<file path="config.mk">
export PLATFORM = sky130hd
export DESIGN_NAME = score_bcd_converter
export DESIGN_NICKNAME = d
export VERILOG_FILES = /design/src/rtl/breakout_pkg.sv /design/src/rtl/bcd_add3.sv /design/src/rtl/score_bcd_converter.sv
export SDC_FILE = /design/constraint.sdc
export NUM_CORES = 1
export LEC_CHECK = 0
export CORE_MARGIN = 2
export CORE_UTILIZATION = 30
export CTS_CLUSTER_SIZE = 24
export DETAILED_ROUTE_END_ITERATION = 7
export PLACE_DENSITY = 0.54
export SLEW_MARGIN = 10
export SYNTH_ARGS = -nofsm -noshare
export SYNTH_HDL_FRONTEND = slang
export SYNTH_SLANG_ARGS = --single-unit
</file>
<file path="constraint.sdc">
create_clock -name Clk -period 2.8 [get_ports Clk]
set_input_delay 0.56 -clock Clk [delete_from_list [all_inputs] [get_ports Clk]]
set_output_delay 0.56 -clock Clk [all_outputs]
set_load 0.1 [all_outputs]
</file>
<file path="src/rtl/breakout_pkg.sv">
`default_nettype none
// ============================================================================
//  Module   : breakout_pkg
//  Purpose  : Shared score widths and converter FSM state type for Breakout.
//  Revision : 1.0 - initial release
// ============================================================================
package breakout_pkg;

    localparam int SCORE_W      = 16;
    localparam int SCORE_DIGITS = 5;

    typedef enum logic [1:0] {
        IDLE  = 2'd0,
        SHIFT = 2'd1,
        DONE  = 2'd2
    } bcd_state_t;

endpackage
`default_nettype wire

</file>
<file path="src/rtl/bcd_add3.sv">
`default_nettype none
// ============================================================================
//  Module   : bcd_add3
//  Purpose  : Double-dabble nibble correction, adds 3 to values of 5 or more.
//  Revision : 1.0 - initial release
// ============================================================================
module bcd_add3 (
    input  logic [3:0] i_nib,
    output logic [3:0] o_nib
);

    // Wraps silently for 13..15; those codes never reach here from a valid BCD digit.
    assign o_nib = (i_nib >= 4'd5) ? (i_nib + 4'd3) : i_nib;

endmodule
`default_nettype wire

</file>
<file path="src/rtl/score_bcd_converter.sv">
`default_nettype none
// ============================================================================
//  Module   : score_bcd_converter
//  Purpose  : Serial shift-add-3 binary to BCD converter for the score display,
//             with a leading-zero blank mask for the HEX digits.
//  Revision : 1.0 - initial release
// ============================================================================
module score_bcd_converter
    import breakout_pkg::*;
#(
    parameter int BIN_W  = SCORE_W,
    parameter int DIGITS = SCORE_DIGITS
) (
    input  logic                  Clk,
    input  logic                  Reset,
    input  logic                  start,
    input  logic [BIN_W-1:0]      bin,
    output logic                  busy,
    output logic                  done,
    output logic [4*DIGITS-1:0]   bcd,
    output logic [DIGITS-1:0]     blank
);

    localparam int BCD_W = 4 * DIGITS;
    localparam int CNT_W = $clog2(BIN_W + 1);

    localparam logic [DIGITS-1:0] c_blank_rst = {{(DIGITS-1){1'b1}}, 1'b0};

    bcd_state_t         r_state;
    bcd_state_t         w_state_next;
    logic [BIN_W-1:0]   r_sh_bin;
    logic [BIN_W-1:0]   r_last_bin;
    logic [BCD_W-1:0]   r_sh_bcd;
    logic [BCD_W-1:0]   w_adj_bcd;
    logic [BCD_W-1:0]   r_bcd;
    logic [CNT_W-1:0]   r_cnt;
    logic               r_done;
    logic [DIGITS-1:0]  r_blank;
    logic [DIGITS-1:0]  w_blank;
    logic               w_trigger;
    logic               w_last_shift;

    assign w_trigger    = start | (bin != r_last_bin);
    assign w_last_shift = (r_cnt == CNT_W'(BIN_W - 1));

    generate
        for (genvar i = 0; i < DIGITS; i++) begin : g_add3
            bcd_add3 u_add3 (
                .i_nib (r_sh_bcd[4*i +: 4]),
                .o_nib (w_adj_bcd[4*i +: 4])
            );
        end
    endgenerate

    // A digit is dark only when it and every more significant digit are zero.
    assign w_blank[0] = 1'b0;
    generate
        for (genvar i = 1; i < DIGITS; i++) begin : g_blank
            assign w_blank[i] = (r_sh_bcd[BCD_W-1:4*i] == '0);
        end
    endgenerate

    always_ff @(posedge Clk) begin
        if (Reset) begin
            r_state <= IDLE;
        end else begin
            r_state <= w_state_next;
        end
    end

    always_comb begin
        w_state_next = r_state;
        case (r_state)
            IDLE:    if (w_trigger)    w_state_next = SHIFT;
            SHIFT:   if (w_last_shift) w_state_next = DONE;
            DONE:    w_state_next = IDLE;
            default: w_state_next = IDLE;
        endcase
    end

    always_ff @(posedge Clk) begin
        if (Reset) begin
            r_sh_bin   <= '0;
            r_sh_bcd   <= '0;
            r_last_bin <= '0;
            r_cnt      <= '0;
            r_done     <= 1'b0;
            r_bcd      <= '0;
            r_blank    <= c_blank_rst;
        end else begin
            r_done <= 1'b0;
            case (r_state)
                IDLE: begin
                    if (w_trigger) begin
                        r_sh_bin   <= bin;
                        r_last_bin <= bin;
                        r_sh_bcd   <= '0;
                        r_cnt      <= '0;
                    end
                end
                SHIFT: begin
                    {r_sh_bcd, r_sh_bin} <= {w_adj_bcd[BCD_W-2:0], r_sh_bin, 1'b0};
                    r_cnt                <= r_cnt + CNT_W'(1);
                end
                DONE: begin
                    r_bcd   <= r_sh_bcd;
                    r_blank <= w_blank;
                    r_done  <= 1'b1;
                end
                default: ;
            endcase
        end
    end

    assign busy  = (r_state != IDLE);
    assign done  = r_done;
    assign bcd   = r_bcd;
    assign blank = r_blank;

endmodule
`default_nettype wire

</file>
==> metrics.yaml <==
status:
  status: "complete, no violations"
floorplan:
  fp.dieH_um: 117
  coreArea_um2: 12600
  die_w_um: 117
  pin_count: 46
  dieArea_um2: 13800
  start_util: 0.306
  rows: 41
sta:
  drv_slew: 0
  timing.fmax_ghz: 0.439
  hold_violations: 0
  max_slew.worst_pin.slew_ns: 0.859
  finalSetupTns_ns: 0
  setup_viol: 0
  skew_ns: 0.00441
  fin_crit_sh: 0.813
  slew_headroom: 0.426
  finalCriticalPeriod_ns: 2.28
  rsz0062_at_grt: "no"
clocking:
  cts_tree: "done"
  insertion_delay_ns: 0.34
  clock_path_buffers: 2
  cts_buffers: 9
  clk_pin_slew_ns: 0.06
  post_cts_buffers: 0
  cts.sinks: 84
  cts_resized: 0
  cts.hold.buffers_added: 0
  clockRootBuffer: "clkbuf_16"
  cts-htree-levels: 3
final_layout:
  antenna_cells: 0
  final_cells: 667
  seqCellArea_um2: 1680
  num-nets-final: 524
  drive_gt1_frac: 0.158
  multi_input_area_um2: 1950
  syn_to_final_growth_pct: 23.0
  fill_cells: 1295
routing:
  avgRoutedWirePerCell_um: 13.8
  drtIter0Drc: 191
  vias: 3252
  ant_nets: 0
  drt_wl_total_mm: 9.20
  firstDrtPassIters: 4
  drc: 0
  viasPerCell: 4.88
yosys:
  synthArstFlopShare: 0
  synth_largest_area_cell: "dfxtp_1"
  netlist_top_cells_area: "dfxtp_1 44%, nand2_1 7.4%, a21oi_1 4.9%, ha_1 4.9%, o221a_2 4.4%"
  netlist_area_um2: 3850
  synth_ff_type: "dfxtp_1"
  ys_types: 46
  yosys_register_bits: 84
  syn_inst: 448
  synth_top_cell_area_share: 0.437
  synth.avg_cell_area_um2: 8.59
  synth_warnings: 0
  ys_seq_area_frac: 0.437
  syn_nets: 482
  synth_edf_count: 0
setup_path:
  crit_top_cell: "buf_4"
  cp_max_fo: 16
  cp-end-kind: "register"
  critPathArrivalTime_ns: 2.51
  startpoint_type: "primary input"
  slowest_stage: "clkdlybuf4s50_1"
  crit_path_cell_trace: "clkdlybuf4s50_1 > xnor2_1 > nand4_1 > nor4_1 > buf_4 > a31oi_2 > buf_4 > o221a_2"
  critical_path_required_ns: 3.03
  worstSetupPathType: "primary input to register"
  cpPeakStageDelay_ns: 0.58
power_and_ir_drop:
  powerDensity_nw_per_um2: 575
  p_leak_nw: 1.81
  power.total_mw: 2.72
  peakVddDrop_v: 0.000247
grt:
  grt_max_degree: 59
  overflow: 0
  grt_usage: 0.140
  grt_pass1_vias: 3037
  antenna_found_initial: 0
  grt_pass1_wl_mm: 14.9
place:
  dp_hpwl_mm: 6.25
  io_buffers: 44
  gp_congestion: 0.760
  placedCellCount: 651
job:
  maxCapViolCount: 0
worst_hold_path:
  hp-class: "register to register"
==> cells in the final DEF, fill, tap and decap left out, types with 9 or more instances in the layout <==
cell type,n
a21oi_1,38
dfxtp_1,84
inv_1,22
clkdlybuf4s50_1,17
ha_1,15
mux2i_1,13
buf_4,38
nor2_1,40
xor2_1,9
o221a_2,15
nand2_1,76
nand3_1,16
xnor2_1,11
o21ai_0,9
clkbuf_16,9
==> critical path: cells and delay by family <==
family | cells | cell delay [ns]
buf+inv | 3 | 0.98
simple gates | 2 | 0.46
compound gates | 2 | 0.35
xor+xnor | 1 | 0.16
==> per-stage QoR <==
stage	setup WS (ns)	instance area, µm²	utilization	hold WS [ns]
5_1_grt	0.359	4740	0.377	0.474
3_5_place_dp	0.145	4430	0.353	0.447
3_3_place_gp	0.196	4430	0.353	0.444
4_1_cts	0.512	4740	0.377	0.455
2_1_floorplan	0.674	3850	-	0.436
6_report	0.523	4740	0.377	0.453
==> logic make-up after synthesis <==
kind of cell / Yosys count / synth area share
other: 1 / 0.000974
adders and majority gates: 15 / 0.0487
and+or+nand+nor: 163 / 0.186
buffers and inverters: 50 / 0.0591
AOI/OAI and AO/OA: 102 / 0.189
muxes: 13 / 0.0338
DFF: 84 / 0.437
xor gates and xnor gates: 20 / 0.0455
==> Yosys cell counts, drive strengths merged (3+ instances only) <==
master / instances
a21oi: 39
a311oi: 5
a31oi: 6
and3: 3
buf: 6
clkbuf: 21
dfxtp: 84
ha: 15
inv: 23
mux2i: 13
nand2: 76
nand2b: 5
nand3: 16
nand4: 3
nor2: 40
nor3: 5
nor3b: 3
o2111ai: 3
o21ai: 10
o221a: 15
o22ai: 7
o32ai: 7
or3: 5
xnor2: 11
xor2: 9
==> report_power, final <==
| part | leakage (nW) | switching (mW) | internal [mW] |
|---|---|---|---|
| combinational | 0.979 | 0.144 | 0.105 |
| clock | 0.142 | 0.475 | 0.740 |
| sequential | 0.685 | 0.0245 | 1.24 |
| total | 1.81 | 0.643 | 2.08 |
==> routing by layer <==
layer,up-vias,global-route usage,wire [µm]
met5,-,0,0
met4,0,0.0675,193
met3,17,0.0309,314
met2,56,0.220,4260
met1,1529,0.184,4430
li1,1650,-,-
==> cell type report <==
type | count | area share
clock buffer | 13 | 0.0550
clock inverter | 3 | 0.00951
inverter | 23 | 0.0182
multi-input combinational | 314 | 0.411
sequential | 84 | 0.355
tap | 172 | 0.0454
timing repair buffer | 58 | 0.106
==> worst paths after layout <==
| path | slack [ns] | endpoint | startpoint | cells after the start |
|---|---|---|---|---|
| worst max-delay path | 0.52 | r_sh_bin[5] | bin[11] | 8 |
| worst max register to register | 0.75 | blank[1] | r_sh_bcd[16] | 6 |
| worst min register to register | 0.45 | bcd[15] | bcd[15] | 2 |
| worst min-delay path | 0.45 | bcd[15] | bcd[15] | 2 |
==> registers in the layout, summed over array words and instances, names as in the netlist <==
name and cells:
bcd 20, r_sh_bcd 20, r_last_bin 16, r_sh_bin 16
r_cnt 5, blank 4, r_state 2, done 1
No activity file was read; power rests on OpenSTA's default activity.
